## config.mk

```make
export PLATFORM = sky130hd
export DESIGN_NAME = multicycle_controller_flat
export DESIGN_NICKNAME = d
export VERILOG_FILES = /design/src/rtl/multicycle_controller_if.sv /design/src/rtl/multicycle_controller.sv /design/src/flat_wrapper.sv
export SDC_FILE = /design/constraint.sdc
export NUM_CORES = 1
export LEC_CHECK = 0
export ABC_CLOCK_PERIOD_IN_PS = 1500
export CORE_MARGIN = 2
export CORE_UTILIZATION = 60
export CTS_BUF_LIST = sky130_fd_sc_hd__clkbuf_16
export DETAILED_ROUTE_END_ITERATION = 8
export DONT_BUFFER_PORTS = 1
export PLACE_DENSITY = 0.79
export SLEW_MARGIN = 30
export SYNTH_ARGS = -nofsm -noshare
export SYNTH_HDL_FRONTEND = slang
export SYNTH_SLANG_ARGS = --single-unit
```

## constraint.sdc

```tcl
create_clock -name clk -period 1.5 [get_ports clk]
set_input_delay 0.3 -clock clk [delete_from_list [all_inputs] [get_ports clk]]
set_output_delay 0.3 -clock clk [all_outputs]
set_load 0.005 [all_outputs]
```

## src/rtl/multicycle_controller_if.sv

```systemverilog
// Control bundle between the multicycle controller (master) and the datapath (slave).
// Run/opcode/flag inputs flow to the controller; strobes and status flow back.
interface multicycle_controller_if #(
    parameter int unsigned OPW = 5
);
    logic           en;
    logic [OPW-1:0] opcode;
    logic           zero;

    logic           loadA;
    logic           loadB;
    logic           loadC;
    logic           loadIR;
    logic           loadPC;
    logic           incPC;
    logic [2:0]     alu_op;
    logic           we_DM;
    logic           re_DM;
    logic           selA;
    logic           selB;
    logic           halted;
    logic           illegal;
    logic [2:0]     state_o;

    modport master (
        input  en, opcode, zero,
        output loadA, loadB, loadC, loadIR, loadPC, incPC, alu_op,
        output we_DM, re_DM, selA, selB, halted, illegal, state_o
    );

    modport slave (
        output en, opcode, zero,
        input  loadA, loadB, loadC, loadIR, loadPC, incPC, alu_op,
        input  we_DM, re_DM, selA, selB, halted, illegal, state_o
    );
endinterface

```

## src/rtl/multicycle_controller.sv

```systemverilog
// Multi-cycle FETCH/DECODE/EXEC/MEM sequencer for the 19-bit CPU with configurable
// memory latency, conditional branch, HALT, run-enable pause and sticky illegal flag.
module multicycle_controller #(
    parameter int unsigned OPW     = 5,
    parameter int unsigned MEM_LAT = 1,
    parameter int unsigned CNTW    = 4
) (
    input  logic                   clk,
    input  logic                   rst,
    multicycle_controller_if.master bus
);

    typedef enum logic [2:0] {
        StIdle   = 3'd0,
        StFetch  = 3'd1,
        StDecode = 3'd2,
        StExec   = 3'd3,
        StMem    = 3'd4,
        StHalt   = 3'd6
    } state_e;

    localparam logic [OPW-1:0] OpNop = OPW'(5'h00);
    localparam logic [OPW-1:0] OpAdd = OPW'(5'h01);
    localparam logic [OPW-1:0] OpSub = OPW'(5'h02);
    localparam logic [OPW-1:0] OpAnd = OPW'(5'h03);
    localparam logic [OPW-1:0] OpOr  = OPW'(5'h04);
    localparam logic [OPW-1:0] OpXor = OPW'(5'h05);
    localparam logic [OPW-1:0] OpLd  = OPW'(5'h06);
    localparam logic [OPW-1:0] OpSt  = OPW'(5'h07);
    localparam logic [OPW-1:0] OpJmp = OPW'(5'h08);
    localparam logic [OPW-1:0] OpBeq = OPW'(5'h09);
    localparam logic [OPW-1:0] OpHlt = OPW'(5'h1F);

    localparam logic [CNTW-1:0] CntLast = CNTW'(MEM_LAT - 1);

    state_e         state_q, state_d;
    logic [OPW-1:0] op_q, op_d;
    logic [CNTW-1:0] cnt_q, cnt_d;
    logic           illegal_q, illegal_d;

    logic       load_a, load_b, load_c, load_ir, load_pc, inc_pc;
    logic [2:0] alu_op;
    logic       we_dm, re_dm, sel_a, sel_b;

    function automatic logic op_defined(input logic [OPW-1:0] op);
        case (op)
            OpNop, OpAdd, OpSub, OpAnd, OpOr, OpXor,
            OpLd, OpSt, OpJmp, OpBeq, OpHlt: return 1'b1;
            default:                         return 1'b0;
        endcase
    endfunction

    always_ff @(posedge clk or posedge rst) begin
        if (rst) begin
            state_q   <= StIdle;
            op_q      <= '0;
            cnt_q     <= '0;
            illegal_q <= 1'b0;
        end else begin
            state_q   <= state_d;
            op_q      <= op_d;
            cnt_q     <= cnt_d;
            illegal_q <= illegal_d;
        end
    end

    // Everything holds while en is low so a pause resumes at the same cycle position.
    always_comb begin
        state_d   = state_q;
        op_d      = op_q;
        cnt_d     = cnt_q;
        illegal_d = illegal_q;
        if (bus.en) begin
            case (state_q)
                StIdle:   state_d = StFetch;
                StFetch:  state_d = StDecode;
                StDecode: begin
                    op_d = bus.opcode;
                    if (!op_defined(bus.opcode)) begin
                        illegal_d = 1'b1;
                    end
                    state_d = (bus.opcode == OpHlt) ? StHalt : StExec;
                end
                StExec: begin
                    if (op_q == OpLd || op_q == OpSt) begin
                        cnt_d   = '0;
                        state_d = StMem;
                    end else begin
                        state_d = StFetch;
                    end
                end
                StMem: begin
                    cnt_d = cnt_q + 1'b1;
                    if (cnt_q == CntLast) begin
                        state_d = StFetch;
                    end
                end
                StHalt:   state_d = StHalt;
                default:  state_d = StIdle;
            endcase
        end
    end

    always_comb begin
        load_a  = 1'b0;
        load_b  = 1'b0;
        load_c  = 1'b0;
        load_ir = 1'b0;
        load_pc = 1'b0;
        inc_pc  = 1'b0;
        alu_op  = 3'd0;
        we_dm   = 1'b0;
        re_dm   = 1'b0;
        sel_a   = 1'b0;
        sel_b   = 1'b0;
        if (bus.en) begin
            case (state_q)
                StFetch: begin
                    load_ir = 1'b1;
                    inc_pc  = 1'b1;
                end
                StDecode: begin
                    load_a = 1'b1;
                    load_b = 1'b1;
                end
                StExec: begin
                    case (op_q)
                        OpAdd: begin load_c = 1'b1; alu_op = 3'd0; end
                        OpSub: begin load_c = 1'b1; alu_op = 3'd1; end
                        OpAnd: begin load_c = 1'b1; alu_op = 3'd2; end
                        OpOr:  begin load_c = 1'b1; alu_op = 3'd3; end
                        OpXor: begin load_c = 1'b1; alu_op = 3'd4; end
                        OpJmp: load_pc = 1'b1;
                        OpBeq: load_pc = bus.zero;
                        default: ;
                    endcase
                end
                StMem: begin
                    sel_b = 1'b1;
                    // Only LD and ST ever reach MEM.
                    if (op_q == OpLd) begin
                        re_dm = 1'b1;
                        if (cnt_q == CntLast) begin
                            load_c = 1'b1;
                            sel_a  = 1'b1;
                        end
                    end else if (cnt_q == CntLast) begin
                        we_dm = 1'b1;
                    end
                end
                default: ;
            endcase
        end
    end

    assign bus.loadA   = load_a;
    assign bus.loadB   = load_b;
    assign bus.loadC   = load_c;
    assign bus.loadIR  = load_ir;
    assign bus.loadPC  = load_pc;
    assign bus.incPC   = inc_pc;
    assign bus.alu_op  = alu_op;
    assign bus.we_DM   = we_dm;
    assign bus.re_DM   = re_dm;
    assign bus.selA    = sel_a;
    assign bus.selB    = sel_b;
    assign bus.halted  = (state_q == StHalt);
    assign bus.illegal = illegal_q;
    assign bus.state_o = state_q;

endmodule
```

## src/flat_wrapper.sv

```systemverilog
// flat-port wrapper written by rule: the top's interface ports become plain ports
module multicycle_controller_flat 
#(
    parameter int unsigned OPW     = 5,
    parameter int unsigned MEM_LAT = 1,
    parameter int unsigned CNTW    = 4
)
  (clk, rst, bus_en, bus_opcode, bus_zero, bus_loadA, bus_loadB, bus_loadC, bus_loadIR, bus_loadPC, bus_incPC, bus_alu_op, bus_we_DM, bus_re_DM, bus_selA, bus_selB, bus_halted, bus_illegal, bus_state_o);
  multicycle_controller_if #(.OPW(OPW)) bus_i ();
  input  logic clk;
  input  logic rst;
  input wire logic [$bits(bus_i.en)-1:0] bus_en;
  input wire logic [$bits(bus_i.opcode)-1:0] bus_opcode;
  input wire logic [$bits(bus_i.zero)-1:0] bus_zero;
  output wire logic [$bits(bus_i.loadA)-1:0] bus_loadA;
  output wire logic [$bits(bus_i.loadB)-1:0] bus_loadB;
  output wire logic [$bits(bus_i.loadC)-1:0] bus_loadC;
  output wire logic [$bits(bus_i.loadIR)-1:0] bus_loadIR;
  output wire logic [$bits(bus_i.loadPC)-1:0] bus_loadPC;
  output wire logic [$bits(bus_i.incPC)-1:0] bus_incPC;
  output wire logic [$bits(bus_i.alu_op)-1:0] bus_alu_op;
  output wire logic [$bits(bus_i.we_DM)-1:0] bus_we_DM;
  output wire logic [$bits(bus_i.re_DM)-1:0] bus_re_DM;
  output wire logic [$bits(bus_i.selA)-1:0] bus_selA;
  output wire logic [$bits(bus_i.selB)-1:0] bus_selB;
  output wire logic [$bits(bus_i.halted)-1:0] bus_halted;
  output wire logic [$bits(bus_i.illegal)-1:0] bus_illegal;
  output wire logic [$bits(bus_i.state_o)-1:0] bus_state_o;
  assign bus_i.en = bus_en;
  assign bus_i.opcode = bus_opcode;
  assign bus_i.zero = bus_zero;
  assign bus_loadA = bus_i.loadA;
  assign bus_loadB = bus_i.loadB;
  assign bus_loadC = bus_i.loadC;
  assign bus_loadIR = bus_i.loadIR;
  assign bus_loadPC = bus_i.loadPC;
  assign bus_incPC = bus_i.incPC;
  assign bus_alu_op = bus_i.alu_op;
  assign bus_we_DM = bus_i.we_DM;
  assign bus_re_DM = bus_i.re_DM;
  assign bus_selA = bus_i.selA;
  assign bus_selB = bus_i.selB;
  assign bus_halted = bus_i.halted;
  assign bus_illegal = bus_i.illegal;
  assign bus_state_o = bus_i.state_o;
  multicycle_controller #(.OPW(OPW), .MEM_LAT(MEM_LAT), .CNTW(CNTW)) u_core (.clk(clk), .rst(rst), .bus(bus_i));
endmodule
```

==> results.yml, run 1 <==
clock_tree:
  holdBufCountCts: 0
  cts_max_path_buffers: 2
  clock_sinks: 13
  numCtsBuffers: 3
  cts-root-buf: "clkbuf_16"
  h-tree-depth: 1
yosys:
  synth_sequential_area_ratio_pct: 36.5
  yosysUniqueCellTypes: 41
  synth_area_leaders: "dfrtp_1, nor3b_1, mux2_1"
  ys.flop_type: "dfrtp_1"
  ys_async_sr_fraction_pct: 100
  synthDominantCellAreaShare_pct: 36.5
  ys_ff_latch: 13
  synth_fp_nets: 107
  synth_area_um2: 891
  synth_edf_count: 0
  synth_cells: 96
  syn_avg_cell_area_um2: 9.28
  yosysWarnings: 0
  synth_area_leader_cell: "dfrtp_1"
placement:
  dp_hpwl_um: 1470
  gp_congestion: 0.820
  port_buffers: 0
  pre_cts_ws_ns: -0.0547
die:
  chipHeight_um: 42.5
  ios: 27
  rows: 13
  die_w_um: 42.5
  initial_core_util_pct: 66.0
status:
  error_message: "[ERROR DPL-0033] detailed placement checks failed during check placement."
  outcome: "did not finish"
  haltStage: "global routing"
global_routing:
  antenna_found_initial: 0
  grt_max_degree: 14
timing:
  endpoint_type: "primary output"
  postGrtWorstEndpoint: "bus_loadC"
[through the flow]
stage / TNS [ns] / hold WS [ns] / instances / instance area, µm² / utilization, %
after detailed placement: -0.156 / 0.260 / 119 / 980 / 72.6
after CTS: -0.819 / 0.00574 / 125 / 1160 / 86.2
after global placement: -0.000886 / 0.240 / 119 / 980 / 72.6
after floorplan: 0 / 0.177 / 96 / 891 / -
[synthesized netlist by cell type (all sizes together) (3+ instances only)]
cell	number
dfrtp	13
inv	7
nand3	6
mux2	5
nor3b	6
a31oi	4
buf	8
nor3	4
o21ai	4
nor2	5
nand2	6
a21oi	3
[logic make-up after synthesis]
kind of cell               count (synthesis)  share of synthesized area, %
and+or+nand+nor                           40                          28.4
AOI/OAI and AO/OA                         19                          15.6
buffers and inverters                     16                          9.41
DFF                                       13                          36.5
muxes                                      5                          6.32
adders and majority gates                  2                          2.81
xor gates and xnor gates                   1                         0.983
[timing repair]
action / in CTS
pin swaps: 10
endpoints found under the setup margin: 16
gates resized for setup: 24
buffers inserted: 2
==> run 2, diff against run 1 <==
Settings changed: CORE_AREA from default to 2 2 63 65, CORE_MARGIN 2 to default, CORE_UTILIZATION 60 to default, CTS_BUF_LIST sky130_fd_sc_hd__clkbuf_16 to default, DIE_AREA from default to 0 0 65 67, PLACE_DENSITY 0.79 to default, PLACE_DENSITY_LB_ADDON from default to 0.15.
==> results.yml, run 2 <==
placement:
  pre_cts_ws_ns: -0.0808
  port_buffers: 0
  dp_hpwl_um: 1700
  gp_congestion: 0.755
finish:
  largest_reg_flops: 5
  top_register: "u_core.op_q"
  area_growth_syn_to_layout_pct: 65.7
  antenna_cells: 0
  final_cell_mix: "buf_4, buf_6, dfrtp_1"
  final_common_cell: "buf_4"
  fillers: 352
  nets: 144
  drive_above_1_share_pct: 59.8
yosys:
  ys.flop_type: "dfrtp_1"
  ys_async_sr_fraction_pct: 100
  ys_ff_latch: 13
  yosysWarnings: 0
  synth_area_um2: 891
  synth_edf_count: 0
  synthDominantCellAreaShare_pct: 36.5
  syn_avg_cell_area_um2: 9.28
  synth_commonest_cells: "dfrtp_1, inv_1, nand3_1"
  yosysUniqueCellTypes: 41
  synth_cells: 96
  synth_area_leaders: "dfrtp_1, nor3b_1, mux2_1"
  synth_area_leader_cell: "dfrtp_1"
  synth.most_common_cell: "dfrtp_1"
  synth_sequential_area_ratio_pct: 36.5
  synth_fp_nets: 107
die:
  core_area_um2: 3610
  dieArea_um2: 4360
  chipHeight_um: 67
  ios: 27
  initial_core_util_pct: 24.7
  die_w_um: 65
  rows: 22
routing:
  vias: 854
  drc: 0
  drt-initial-drc-count: 11
  avgViaCountPerCell: 4.74
  wl_per_cell_um: 14.2
  drtPass1Iterations: 2
  wirelength_um: 2560
  final_antenna_net_count: 0
worst_setup_path:
  path_cells: "and4bb_2, o311a_1, a31oi_4, nor2b_2"
  startpoint_type: "flip-flop"
  rrSetupSlack_ns: -0.04
  end_kind: "primary output"
  worstSetupPathType: "reg -> out"
  required_ns: 1.20
  crit_slowest_cell: "dfrtp_1"
  critPathMaxStageDelay_ns: 0.39
  critPathMaxFanout: 3
  arrival_ns: 1.39
global_routing:
  gr-total-overflow: 0
  grt_max_degree: 14
  grt_usage_pct: 12.2
  first_global_vias: 841
  antenna_found_initial: 0
  grt_pass1_wl_um: 4010
pwr:
  p_int_w: 0.00156
  pwr-share-clk_pct: 12.4
  comb_power_share_pct: 60.8
  switching_power_w: 0.00102
  p_leak_nw: 0.621
  p_seq_share_pct: 26.8
  ir_drop_mv: 0.369
  power.density_nw_per_um2: 1750
  swShare_pct: 39.6
timing:
  rsz0062_at_grt: "true"
  fmax_mhz: 593
  setup_viol: 16
  max_slew_margin_pct: 63.2
  slew_violations: 0
  worstMarginPinSlew_ns: 0.551
  fin_ws_ns: -0.187
  hold_ws_ns: -0.0141
  finalCritPeriodShare_pct: 112
  fin_crit_ns: 1.69
  finalClockSkew_ns: 0.00562
  hold_viol: 13
clock_tree:
  cts-root-buf: "clkbuf_8"
  numCtsBuffers: 3
  clock_sinks: 13
  clkTransAtPathRegs_ns: 0.06
  h-tree-depth: 1
  clk_latency_ns: 0.24
  holdBufCountCts: 0
  cts_tree: "built"
  cts_max_path_buffers: 2
min_path:
  hp-class: "in -> async"
run:
  cap_violations: 0
status:
  outcome: "finished with violations"
  violations: "negative hold slack, negative setup slack"
run 2: power groups by stage:
stage	clock, W	sequential, W	combinational (W)
after CTS	0.000337	0.000683	0.00141
after detailed placement	0	0.000676	0.000998
after global routing	0.000353	0.000720	0.00170
after global placement	0	0.000678	0.000991
final	0.000321	0.000692	0.00157
after floorplan	0	0.000618	0.000644
run 2: logic make-up after synthesis:
kind of cell / after synthesis / synth area share, %
compound gates: 19 / 15.6
simple gates: 40 / 28.4
buf+inv: 16 / 9.41
mux: 5 / 6.32
fa+ha+maj: 2 / 2.81
xor+xnor: 1 / 0.983
flops: 13 / 36.5
run 2: per-layer routing:
layer  vias up  wire [µm]  track usage [%]
met2        13       1320             21.3
met4         0         27             5.59
met3         2        111             2.53
li1        413          -                -
met5         -          0                0
met1       426       1100             14.2
run 2: cell type report:
cell class | count | area [µm²] | area share, %
timing repair buffer | 41 | 357 | 24.2
tap | 48 | 60.1 | 4.07
clock buffer | 4 | 45.0 | 3.05
sequential | 13 | 328 | 22.2
inverter | 7 | 28.8 | 1.95
multi-input combinational | 67 | 658 | 44.6
run 2: path summary, 6_finish.rpt:
| kind | from | end | cells past startpoint |
|---|---|---|---|
| worst max-delay path | u_core.op_q[4] | bus_loadC | 4 |
| worst min register to register | u_core.bus.illegal | u_core.bus.illegal | 1 |
| worst min-delay path | rst | u_core.cnt_q[3] | 1 |
| min in group clk | bus_opcode[1] | u_core.op_q[1] | 1 |
| max in group asynchronous | rst | u_core.bus.state_o[0] | 1 |
| worst max register to register | u_core.cnt_q[1] | u_core.bus.state_o[0] | 8 |
run 2: what timing repair did:
item,4_1_cts,5_1_grt
pin swaps,13,6
gates resized for setup,39,16
gates cloned,0,0
setup buffers,12,4
setup endpoints to repair,19,23
run 2: critical path: cells and delay by family, from the launching register on:
kind               cells  cell delay, ns
and+or+nand+nor        2            0.49
DFF                    1            0.39
AOI/OAI and AO/OA      2            0.27
run 2: metrics by stage:
step	utilization, %	instances	TNS, ns	total power, W	cell area [µm²]
after floorplan	-	96	0	0.00126	891
after global placement	30.2	161	-0.0775	0.00167	1090
after detailed placement	30.2	161	-0.237	0.00167	1090
after CTS	38.2	176	-1.42	0.00243	1380
after global routing	40.9	180	-2.60	0.00277	1480
final	40.9	180	-1.25	0.00258	1480
(Power assumes the default switching activity.)
==> run 3, diff against run 2 <==
Settings changed: ABC_CLOCK_PERIOD_IN_PS 1500 to 2000.
Clock period 1.5 ns to 2 ns, I/O delays scaled along.
==> results.yml, run 3 (same netlist as run 2, synthesis figures left out) <==
finish:
  largest_reg_flops: 5
  top_register: "u_core.op_q"
  drive_above_1_share_pct: 19.8
  final_common_cell: "dfrtp_1"
  nets: 108
  finalInstanceArea_um2: 995
  area_growth_syn_to_layout_pct: 11.7
  final_util_pct: 27.6
  fillers: 394
  antenna_cells: 0
  final_cell_mix: "dfrtp_1, inv_1, nand3_1"
placement:
  placed_cell_area_um2: 923
  port_buffers: 0
  gp_congestion: 0.704
  dp_hpwl_um: 1570
worst_setup_path:
  startpoint_type: "flip-flop"
  worst_path_dominant_cell_family: "simple AND/OR/NAND/NOR gates"
  critPathMaxStageDelay_ns: 0.39
  crit_slowest_cell: "dfrtp_1"
  reg2reg_depth: 4
  critPathLaunch: "u_core.cnt_q[0]"
  required_ns: 1.60
  r2r_start: "u_core.bus.state_o[0]"
  arrival_ns: 1.45
  worstSetupPathType: "reg -> out"
  rrSetupSlack_ns: 0.35
  critPathMaxFanout: 4
  rr_endpoint: "u_core.op_q[4]"
  worst-path-buf-inv: 1
  end_kind: "primary output"
  path_depth: 4
  path_cells: "inv_1, ha_1, nor3b_4, nor3b_1"
timing:
  setup-tns-final_ns: 0
  worstMarginPinSlew_ns: 0.535
  max_slew_margin_pct: 64.3
  hold_viol: 0
  finalClockSkew_ns: 0.00572
  fin_crit_ns: 1.85
  fmax_mhz: 540
  setup_viol: 0
  rsz0062_at_grt: "false"
  finalCritPeriodShare_pct: 92.6
  slew_violations: 0
pwr:
  power.density_nw_per_um2: 1310
  p_leak_nw: 0.386
  switching_power_w: 0.000525
  pwr-share-clk_pct: 18.3
  ir_drop_mv: 0.315
  swShare_pct: 40.2
  p_seq_share_pct: 43.4
  comb_power_share_pct: 38.4
  p_int_w: 0.000780
routing:
  drc: 0
  wirelength_um: 2100
  final_antenna_net_count: 0
  wl_per_cell_um: 14.5
  vias: 702
  avgViaCountPerCell: 4.88
  drt-initial-drc-count: 24
  drtPass1Iterations: 4
clock_tree:
  clk_latency_ns: 0.25
  h-tree-depth: 1
  clock_sinks: 13
  holdBufCountCts: 0
  cts_max_path_buffers: 2
  cts-root-buf: "clkbuf_8"
  numCtsBuffers: 3
  cts_tree: "built"
  clkTransAtPathRegs_ns: 0.06
run:
  cap_violations: 0
die:
  dieArea_um2: 4360
  rows: 22
  initial_core_util_pct: 24.7
  ios: 27
  core_area_um2: 3610
  chipHeight_um: 67
  die_w_um: 65
global_routing:
  grt_usage_pct: 11.0
  first_global_vias: 699
  gr-total-overflow: 0
  grt_pass1_wl_um: 3550
  grt_max_degree: 14
  antenna_found_initial: 0
status:
  outcome: "finished, final reports clean"
min_path:
  hp-class: "in -> async"
[run 3: cell type report]
type | instances | area (µm²) | area share (%)
Tap cell | 48 | 60.1 | 6.04
Sequential cell | 13 | 327 | 32.8
Clock buffer | 4 | 45.0 | 4.53
Timing Repair Buffer | 5 | 37.5 | 3.77
Multi-Input combinational cell | 67 | 499 | 50.2
Inverter | 7 | 26.3 | 2.64
[run 3: power groups by stage]
stage          clock network [W]  logic (W)  registers [W]
6_report                0.000239   0.000500       0.000566
5_1_grt                 0.000263   0.000569       0.000596
3_5_place_dp                   0   0.000487       0.000560
4_1_cts                 0.000248   0.000496       0.000559
2_1_floorplan                  0   0.000483       0.000463
3_3_place_gp                   0   0.000486       0.000562
[run 3: worst max-delay path by stage]
stage,to
2_1_floorplan,bus_loadC
3_3_place_gp,bus_selA
3_5_place_dp,bus_we_DM
4_1_cts,bus_alu_op[0]
5_1_grt,bus_alu_op[0]
6_report,bus_we_DM
[run 3: repair_timing]
| action | CTS | global route |
|---|---|---|
| resized for setup | 1 | 3 |
| buffers inserted | 1 | 0 |
| setup endpoints to repair | 3 | 5 |
| gates cloned | 0 | 0 |
[run 3: worst reg2reg max path, delay by kind of cell (launching register included)]
| kind | cells | cell delay, ns |
|---|---|---|
| flip-flops | 1 | 0.47 |
| AND/OR/NAND/NOR | 1 | 0.40 |
| multiplexers | 1 | 0.38 |
| buffers and inverters | 2 | 0.29 |
[run 3: through the flow]
stage                     hold WS [ns]  power, W  std cells  setup WS [ns]
after floorplan                  0.277  0.000946         96          0.420
after global placement           0.371   0.00105        139          0.217
after detailed placement         0.372   0.00105        139          0.208
after CTS                        0.111   0.00130        144        0.00180
after global routing             0.120   0.00143        144         0.0160
final                           0.0773   0.00130        144          0.147
[run 3: metal layers]
metal,vias up,routed length [µm],global-route usage [%]
met2,18,977,16.9
met4,0,44,6.38
met3,4,135,3.04
met5,-,0,0
met1,337,938,13.7
li1,343,-,-
